--- config.mk ---
export PLATFORM = sky130hd
export DESIGN_NAME = spi_rx_multi
export DESIGN_NICKNAME = d
export VERILOG_FILES = /design/src/rtl/spi_rx_multi.sv
export SDC_FILE = /design/constraint.sdc
export NUM_CORES = 1
export LEC_CHECK = 0
export ABC_CLOCK_PERIOD_IN_PS = 6610
export BUFFER_PORTS_ARGS = -buffer_cell sky130_fd_sc_hd__buf_2
export CAP_MARGIN = 15
export CORE_ASPECT_RATIO = 1.25
export CORE_MARGIN = 4
export CORE_UTILIZATION = 53
export CTS_CLUSTER_DIAMETER = 200
export DETAILED_ROUTE_END_ITERATION = 10
export PLACE_DENSITY = 0.73
export SYNTH_ARGS = -nofsm -noshare
export SYNTH_HDL_FRONTEND = slang
export SYNTH_SLANG_ARGS = --single-unit
export TNS_END_PERCENT = 50
--- constraint.sdc ---
create_clock -name sclk -period 6.61 [get_ports sclk]
set_input_delay 0 -clock sclk [delete_from_list [all_inputs] [get_ports sclk]]
set_output_delay 0 -clock sclk [all_outputs]
set_load 0.05 [all_outputs]
--- src/rtl/spi_rx_multi.sv ---
// Multi-lane SPI receive shifter with held output word, consumer ack and sticky overrun.
// One to four lanes are sampled per sclk edge. Words are assembled MSB-first or LSB-first.
module spi_rx_multi #(
  parameter int MaxBitCount     = 32,
  parameter int MaxBitCountLog2 = 6,
  parameter int Lanes           = 1
) (
  input  logic                       sclk,
  input  logic                       reset,
  input  logic [Lanes-1:0]           miso,
  input  logic [MaxBitCountLog2-1:0] read_length,
  input  logic                       lsb_first,
  input  logic                       start,
  input  logic                       data_ack,
  output logic [MaxBitCount-1:0]     data,
  output logic                       data_valid,
  output logic                       busy,
  output logic                       overrun
);

  localparam int W         = MaxBitCountLog2;
  localparam int LaneShift = $clog2(Lanes);
  localparam logic [W-1:0] MaxLen = W'(MaxBitCount);

  typedef enum logic {
    IDLE,
    SHIFT
  } state_t;

  state_t                 state;
  logic [MaxBitCount-1:0] sreg;
  logic [MaxBitCount-1:0] beat;
  logic [MaxBitCount-1:0] nxt;
  logic [MaxBitCount-1:0] word;
  logic [W-1:0]           cnt;
  logic [W-1:0]           beats_r;
  logic [W-1:0]           beats_in;
  logic [W-1:0]           len_clip;
  logic [W-1:0]           pos;
  logic                   lsb_r;
  logic                   accept;
  logic                   done;

  // Length is clipped, then floored to whole beats by the shift.
  always_comb begin
    len_clip = (read_length > MaxLen) ? MaxLen : read_length;
    beats_in = len_clip >> LaneShift;
    beat     = MaxBitCount'(miso);
    pos      = cnt << LaneShift;
    nxt      = lsb_r ? (sreg | (beat << pos))
                     : ((sreg << Lanes) | beat);
    accept   = (state == IDLE) && start && (beats_in != '0);
    done     = (accept && (beats_in == W'(1)))
             || ((state == SHIFT) && (cnt == beats_r - W'(1)));
    word     = (state == IDLE) ? beat : nxt;
  end

  always_ff @(posedge sclk or posedge reset) begin
    if (reset) begin
      state      <= IDLE;
      sreg       <= '0;
      cnt        <= '0;
      beats_r    <= '0;
      lsb_r      <= 1'b0;
      data       <= '0;
      data_valid <= 1'b0;
      busy       <= 1'b0;
      overrun    <= 1'b0;
    end else begin
      unique case (state)
        IDLE: begin
          if (accept) begin
            lsb_r   <= lsb_first;
            beats_r <= beats_in;
            sreg    <= beat;
            if (done) begin
              cnt <= '0;
            end else begin
              cnt   <= W'(1);
              state <= SHIFT;
              busy  <= 1'b1;
            end
          end
        end
        SHIFT: begin
          sreg <= nxt;
          cnt  <= cnt + W'(1);
          if (done) begin
            state <= IDLE;
            busy  <= 1'b0;
            cnt   <= '0;
          end
        end
        default: begin
          state <= IDLE;
          busy  <= 1'b0;
        end
      endcase

      // A finished word only replaces data if the old word is gone or leaving.
      if (done) begin
        if (!data_valid || data_ack) begin
          data       <= word;
          data_valid <= 1'b1;
        end else begin
          overrun <= 1'b1;
        end
      end else if (data_ack && data_valid) begin
        data_valid <= 1'b0;
      end
    end
  end

endmodule

* Word level (Yosys, flattened, before mapping)
Index checks and enable logic that the tools add are counted.
Cells by class: mux-type cells 19, div/mod/pow operators 0, equal/unequal tests 6, multipliers 0, $lt $le $gt $ge 1, reduce and logical (&&, ||, !) cells 15, add/sub/neg operators 2, bitwise gates (word level) 4, shifts and indexed selects 1
Operators with widths (number):
- $mux 32 | 3
- $pmux 32 s2 | 1
- $or 32x1->32 | 1
- $or 32x32->32 | 1
- $shl 1x6->32 | 1
- $mux 6 | 3
- $pmux 6 s2 | 1
- $mux 1 | 9
- $reduce_and 2->1 | 4
- $add 6x1->6 const B | 1
- $eq 6x1->1 const B | 1
- $eq 6x6->1 | 1
- $gt 6x6->1 const B | 1
- $reduce_bool 6->1 | 1
- $sub 6x1->6 const B | 1
- $logic_and 1x1->1 | 5
- $ne 2x1->1 const B | 2
- $ne 2x2->1 const B | 2
- $pmux 1 s2 | 2
- $reduce_and 3->1 | 1
- $logic_or 1x1->1 | 2
- $not 1->1 | 2
- $reduce_bool 2->1 | 1
- $logic_not 1->1 | 1
Storage, ports and cells: output and inout port bits 35, bits in registers 81, memories 0, memory bits (writable) 0, ROM bits 0, input bits 12, bits in latches 0, word-level logic and storage cells 57

* Logic depth before layout (Yosys ltp)
Gate-level depths: netlist (run 1).
depth after elaboration 9, depth in mapped cells 8, depth with buffers taken out 7

* Least setup slack after synthesis (run 1)
Ideal clock, no wire load.
path kind register to register, from register beats_r[0], to register data[0], cell stages (with the launch flop) 9, data required time 6485 ps, buffers on the path 1, arrival 2044 ps, setup time 125 ps, setup slack 4441 ps, clock period less this slack 2169 ps, cells stage by stage dfrtp_1 inv_1 ha_1 o21ba_1 a221o_1 a31o_1 a21o_4 buf_12 mux2_4
On the way: cells in the longest elaborated chain, start to end 5
RTL lines:
- start, declared | RTL line 36 | logic [W-1:0] beats_r;
- start signal, assigned | RTL line 74 | beats_r <= beats_in;
- $sub 6x1->6 | RTL line 54 | || ((state == SHIFT) && (cnt == beats_r - W'(1)));
- $eq 6x6->1 | RTL line 54
- $logic_and 1x1->1 | RTL line 54
- $logic_or 1x1->1 | RTL line 54
- $reduce_and 2->1 (no line)
- end signal, assigned | RTL line 103 | data <= word;
- end, declared | RTL line 15 | output logic [MaxBitCount-1:0] data,
Every way passes these cells. A chain may end at the register's enable or synchronous reset.

* Worst setup path in the final report (run 1)
from register state, to register data[21]
On the way: cells in the longest elaborated chain, start to end 6, elaborated cells on any way between the ends 8, those cells by class mux: 1; bitwise: 1; reduce/logical: 6
RTL lines:
- start, declared | RTL line 30 | state_t state;
- start signal, assigned | RTL line 60 | state <= IDLE;
- start signal, assigned | RTL line 80 | state <= SHIFT;
- start signal, assigned | RTL line 89 | state <= IDLE;
- $not 1->1 (no line)
- $logic_and 1x1->1 (2 in series) | RTL line 52 | accept = (state == IDLE) && start && (beats_in != '0);
- $logic_and 1x1->1 | RTL line 53 | done = (accept && (beats_in == W'(1)))
- $logic_or 1x1->1 | RTL line 54
- $reduce_and 2->1 (no line)
Several ways; a longest one is shown, not always the timed one.

==> out/metrics.yaml, run 1 <==
cp.buffers_inverters: 0
ios: 47
firstDrtPassIters: 4
fp.coreArea_mm2: 0.00744
synth_top_area_cell: "dfrtp_1"
status: "completed"
final.setup.tns_ns: 0
final-setup-viol-count: 0
rows: 35
cts-root-buf: "clkbuf_8"
grt_pass1_wl_um: 14600
die_x_um: 86.7
ys_warn_count: 0
cp_slowest_cell: "dfrtp_1"
stdcell_area_mm2: 0.00467
globalRouteOverflowTotal: 0
path_class: "reg2reg"
min_period_ns: 2.75
ys_top_cells_by_count: "81 x dfrtp_1, 71 x nor2_1, 40 x o21ai_0"
antenna_found_initial: 0
dpl_worst_slack_ns: 3.91
routedWlPerCell_um: 16.0
synth_edf_count: 0
whs_path_depth: 4
ys_seq_elements: 81
worst_pin_slew_ns: 1.14
drc: 0
drv_cap: 0
path_clk_slew_ns: 0.08
cp-end-kind: "flip-flop"
netlist_instances: 398
h-tree-depth: 3
ff2ff_path_depth: 5
min_to: "busy"
yosysMostFrequentCell: "dfrtp_1"
fin_nets: 459
synth_area_mm2: 0.00410
grt_usage: 0.201
hold_slack_ns: 0.171
grt_start_max_net_pins: 82
final_hold_viol_count: 0
r2r-end: "data[21]"
avgSynthCellArea_um2: 10.3
cpLargestDelayFamily: "flip-flops"
grt_pass1_vias: 3009
regToRegStartpoint: "state"
slew_violations: 0
initial_core_util: 0.551
crit_arrival_ns: 2.98
fp.dieH_um: 106
n_antenna_cell: 0
path_cells: "nor2b_1, nand4_1, a31o_1, a21o_4, mux2_2"
clock_sinks: 81
fmax_ghz: 0.364
clk_latency_ns: 0.35
crit_cells: 5
synth_top_area_share: 0.494
cp_slowest_stage_delay_ns: 1.10
dieArea_mm2: 0.00922
dpl-instance-area_mm2: 0.00432
num_vias: 3054
finalWorstSetupSlack_ns: 3.86
rrSetupSlack_ns: 3.86
place_hpwl_um: 5480
routabilityCongestion: 0.815
synthesis.nets: 412
crit_required_ns: 6.85
drive_gt1_frac: 0.234
first_iter_violations: 203
viasPerCell: 5.66
worst-path-max-fanout: 40
cts_tree: "done"
clk_path_buf_depth: 2
relSlewSlack: 0.243
syn2layout_area_growth_pct: 13.9
worst_hold_startpoint: "start"
antenna_left: 0
yosysUniqueCellTypes: 40
ys.flop_type: "dfrtp_1"
numCtsBuffers: 9
yosysSeqAreaShare: 0.494
hold_path.class: "in2reg"
drt_wl_total_um: 8640
rsz0062_at_grt: "no"
synthTopCellsByArea: "dfrtp_1 49%, mux2_4 11%, nor2_1 6.5%"
start_kind: "flip-flop"
async_reset_ff_frac: 1.00
port_buffers: 46
finalCritPeriodShare: 0.416
fin_worst_skew_ns: 0.00736
[flip-flops by register name, indices dropped and copies added (netlist names)]
name and cells:
data_valid 1, overrun 1, cnt 6, busy 1, lsb_r 1, beats_r 6, sreg 32, data 32
state 1
[cell families (layout without fill, tap and decap cells)]
family / Yosys count / after routing / synth area share
AOI/OAI and AO/OA: 119 / 119 / 0.178
xor gates and xnor gates: 8 / 8 / 0.0171
adders and majority gates: 2 / 2 / 0.00610
buffers and inverters: 32 / 82 / 0.0436
DFF: 81 / 81 / 0.494
muxes: 36 / 36 / 0.126
and+or+nand+nor: 120 / 120 / 0.136
[how the worst max path moves through the flow]
| stage | start | end | slack (ns) |
|---|---|---|---|
| floorplan | beats_r[0] | data[0] | 4.44 |
| global placement | state | data[21] | 3.97 |
| detailed placement | state | data[21] | 3.91 |
| CTS | state | data[21] | 3.88 |
| global route | state | data[21] | 3.66 |
| finish | state | data[21] | 3.86 |
[worst reg2reg max path, delay by kind of cell (launching register included)]
family	cells	cell delay, ns
simple gates	2	0.49
compound gates	2	0.64
mux	1	0.41
flops	1	1.10
[metal layers]
layer | part of all wire | GRT usage | up-vias
li1 | - | - | 1476
met1 | 0.45 | 0.267 | 1497
met4 | 0.023 | 0.0991 | 0
met3 | 0.032 | 0.0310 | 16
met5 | 0 | 0 | -
met2 | 0.50 | 0.319 | 65
[cell usage in the layout (no fill, tap or decap), types with 3 or more instances in the layout]
| master | n |
|---|---|
| mux2_4 | 30 |
| mux2_2 | 5 |
| nor3_1 | 3 |
| o211ai_1 | 4 |
| dlygate4sd3_1 | 14 |
| xnor2_1 | 5 |
| a21oi_1 | 34 |
| o21ai_0 | 40 |
| xor2_1 | 3 |
| nand2b_1 | 3 |
| nand4bb_1 | 3 |
| nand4b_1 | 3 |
| dfrtp_1 | 81 |
| nand2_1 | 18 |
| nand3_1 | 3 |
| nand3b_1 | 4 |
| buf_2 | 46 |
| buf_4 | 3 |
| clkbuf_8 | 11 |
| inv_1 | 4 |
| nand4_1 | 3 |
| a21o_1 | 32 |
| nor2_1 | 71 |
[layout make-up]
type / instances / area (um^2)
Tap cell: 92 / 115
Clock inverter: 3 / 65.1
Sequential cell: 81 / 2030
Inverter: 5 / 20.0
Clock buffer: 11 / 151
Fill cell: 647 / 2770
Multi-Input combinational cell: 285 / 1900
Timing Repair Buffer: 63 / 393
[through the flow]
stage | instances | utilization
2_1_floorplan | 398 | -
3_3_place_gp | 512 | 0.580
3_5_place_dp | 512 | 0.580
4_1_cts | 540 | 0.628
5_1_grt | 540 | 0.628
6_report | 540 | 0.628
[timing repair]
item | 4_1_cts | 5_1_grt
gates resized for setup | 0 | 0
hold buffers | 14 | 0
endpoints found under the hold margin | 13 | 0
setup buffers | 0 | 0
Power of run 1 is left out: the tool's default activity adds up to more than one toggle a clock period on the data nets, which glitch-free logic cannot reach.
==> run 2: changes to the inputs <==
--- a/config.mk
+++ b/config.mk
@@ -5,7 +5,7 @@
 export SDC_FILE = /design/constraint.sdc
 export NUM_CORES = 1
 export LEC_CHECK = 0
-export ABC_CLOCK_PERIOD_IN_PS = 6610
+export ABC_CLOCK_PERIOD_IN_PS = 2750
 export BUFFER_PORTS_ARGS = -buffer_cell sky130_fd_sc_hd__buf_2
 export CAP_MARGIN = 15
 export CORE_ASPECT_RATIO = 1.25
==> constraint.sdc (replaced) <==
create_clock -name sclk -period 2.75 [get_ports sclk]
set_input_delay 0 -clock sclk [delete_from_list [all_inputs] [get_ports sclk]]
set_output_delay 0 -clock sclk [all_outputs]
set_load 0.05 [all_outputs]
==> out/metrics.yaml, run 2 (synthesis results as in run 1) <==
cp_slowest_stage_delay_ns: 0.43  # -0.67 ns
antenna_left: 0  # unchanged
drv_cap: 0  # unchanged
numCtsBuffers: 9  # unchanged
worst-path-max-fanout: 32  # -20%
cts_setup_buffers: 0  # unchanged
syn2layout_area_growth_pct: 13.0
firstDrtPassIters: 4  # unchanged
dpl_worst_slack_ns: 0.381  # -3.53 ns
layout_commonest_cell: "dfrtp_1"
grt_pass1_wl_um: 14800  # +1.3%
place_hpwl_um: 5970  # +9.1%
crit_cells: 7  # +2
viasPerCell: 5.73  # +1.3%
ios: 47  # unchanged
dieArea_mm2: 0.00922  # unchanged
dpl-instance-area_mm2: 0.00435  # +0.70%
final_cell_mix: "81 x dfrtp_1, 71 x nor2_1, 46 x buf_2"
path_class: "reg2reg"
rows: 35  # unchanged
finalCoreUtilization: 0.623  # -0.00487
path_clk_slew_ns: 0.08  # about the same
hold_path.class: "in2reg"
grt_usage: 0.204  # +0.00237
fp.dieH_um: 106  # unchanged
drc: 0  # unchanged
grt_start_max_net_pins: 50  # -39%
slew_violations: 0  # unchanged
stdcell_area_mm2: 0.00464  # -0.78%
cpLargestDelayFamily: "compound AO/OA/AOI/OAI gates"
final_hold_viol_count: 0  # unchanged
initial_core_util: 0.551  # unchanged
cp_slowest_cell: "dfrtp_1"
num_vias: 3112  # +1.9%
drt_wl_total_um: 8840  # +2.4%
n_antenna_cell: 0  # unchanged
fin_worst_skew_ns: 0.00691  # -0.000449 ns
crit_required_ns: 2.98  # -3.87 ns
drive_gt1_frac: 0.235  # +0.000658
status: "completed"
top_regs: "data x32, sreg x32"
final-setup-viol-count: 0  # unchanged
finalCritPeriodShare: 0.866  # +0.450
fmax_ghz: 0.420  # +15%
min_period_ns: 2.38  # -0.366 ns
clk_path_buf_depth: 2  # unchanged
start_kind: "flip-flop"
clk_latency_ns: 0.35  # about the same
final.setup.tns_ns: 0  # unchanged
fin_nets: 463  # +0.87%
worst_pin_slew_ns: 0.830  # -0.306 ns
finalWorstSetupSlack_ns: 0.369  # -3.49 ns
rsz0062_at_grt: "no"
first_iter_violations: 195  # -3.9%
cts_hold_buf: 14  # unchanged
fp.coreArea_mm2: 0.00744  # unchanged
path_cells: "inv_1, ha_1, o21ba_1, a221o_1, a31o_1, a21o_4, mux2_4"
antenna_found_initial: 0  # unchanged
ff2ff_path_depth: 7  # +2
cts-resized-gates: 0  # unchanged
routabilityCongestion: 0.798  # -2.0%
h-tree-depth: 3  # unchanged
cts-root-buf: "clkbuf_8"
globalRouteOverflowTotal: 0  # unchanged
cp-end-kind: "flip-flop"
cts_tree: "done"
routedWlPerCell_um: 16.3  # +1.8%
die_x_um: 86.7  # unchanged
clock_sinks: 81  # unchanged
relSlewSlack: 0.447  # +0.204
port_buffers: 46  # unchanged
cp.buffers_inverters: 1  # +1
grt_pass1_vias: 3102  # +3.1%
crit_arrival_ns: 2.61  # -0.37 ns
whs_path_depth: 4  # unchanged
[run 2: cell count changes in the layout (fill, tap and decap cells not counted)]
cell,delta
buf_4,+4
bufinv_16,-2
clkbuf_1,+2
clkbuf_8,-1
[run 2: worst reg2reg max path, stage by stage (launching register included)]
cell	delay, ns
dfrtp_1	0.43
inv_1	0.06
ha_1	0.25
o21ba_1	0.19
a221o_1	0.35
a31o_1	0.22
a21o_4	0.38
mux2_4	0.39
[run 2: cell type report]
type,instances,area (um^2)
clock buffers,12,145
flip-flops and latches,81,2030
multi-input cells,285,1900
well taps,92,115
clock inverters,1,5.00
repair buffers,67,423
inverters,5,20.0
fillers,673,2810
[run 2: worst paths after layout]
path	end	from	slack (ns)
max	data[6]	beats_r[0]	0.37
min	cnt[5]	start	0.16
max reg2reg	data[6]	beats_r[0]	0.37
min reg2reg	overrun	overrun	0.46
max in group asynchronous	sreg[21]	reset	1.69
min in group asynchronous	data[4]	reset	0.33
[run 2: metrics by stage]
| stage | hold slack (ns) | std cells |
|---|---|---|
| after floorplan | 0.147 | 398 |
| after global placement | 0.182 | 516 |
| after detailed placement | 0.189 | 516 |
| after CTS | 0.146 | 543 |
| after global routing | 0.185 | 543 |
| final | 0.159 | 543 |
[run 2: per-layer routing]
| metal | GRT usage | share of wire | up-vias |
|---|---|---|---|
| li1 | - | - | 1483 |
| met1 | 0.256 | 0.43 | 1545 |
| met2 | 0.342 | 0.51 | 69 |
| met3 | 0.0488 | 0.041 | 15 |
| met4 | 0.0657 | 0.018 | 0 |
| met5 | 0 | 0 | - |
Power of run 2 is left out for the same reason.
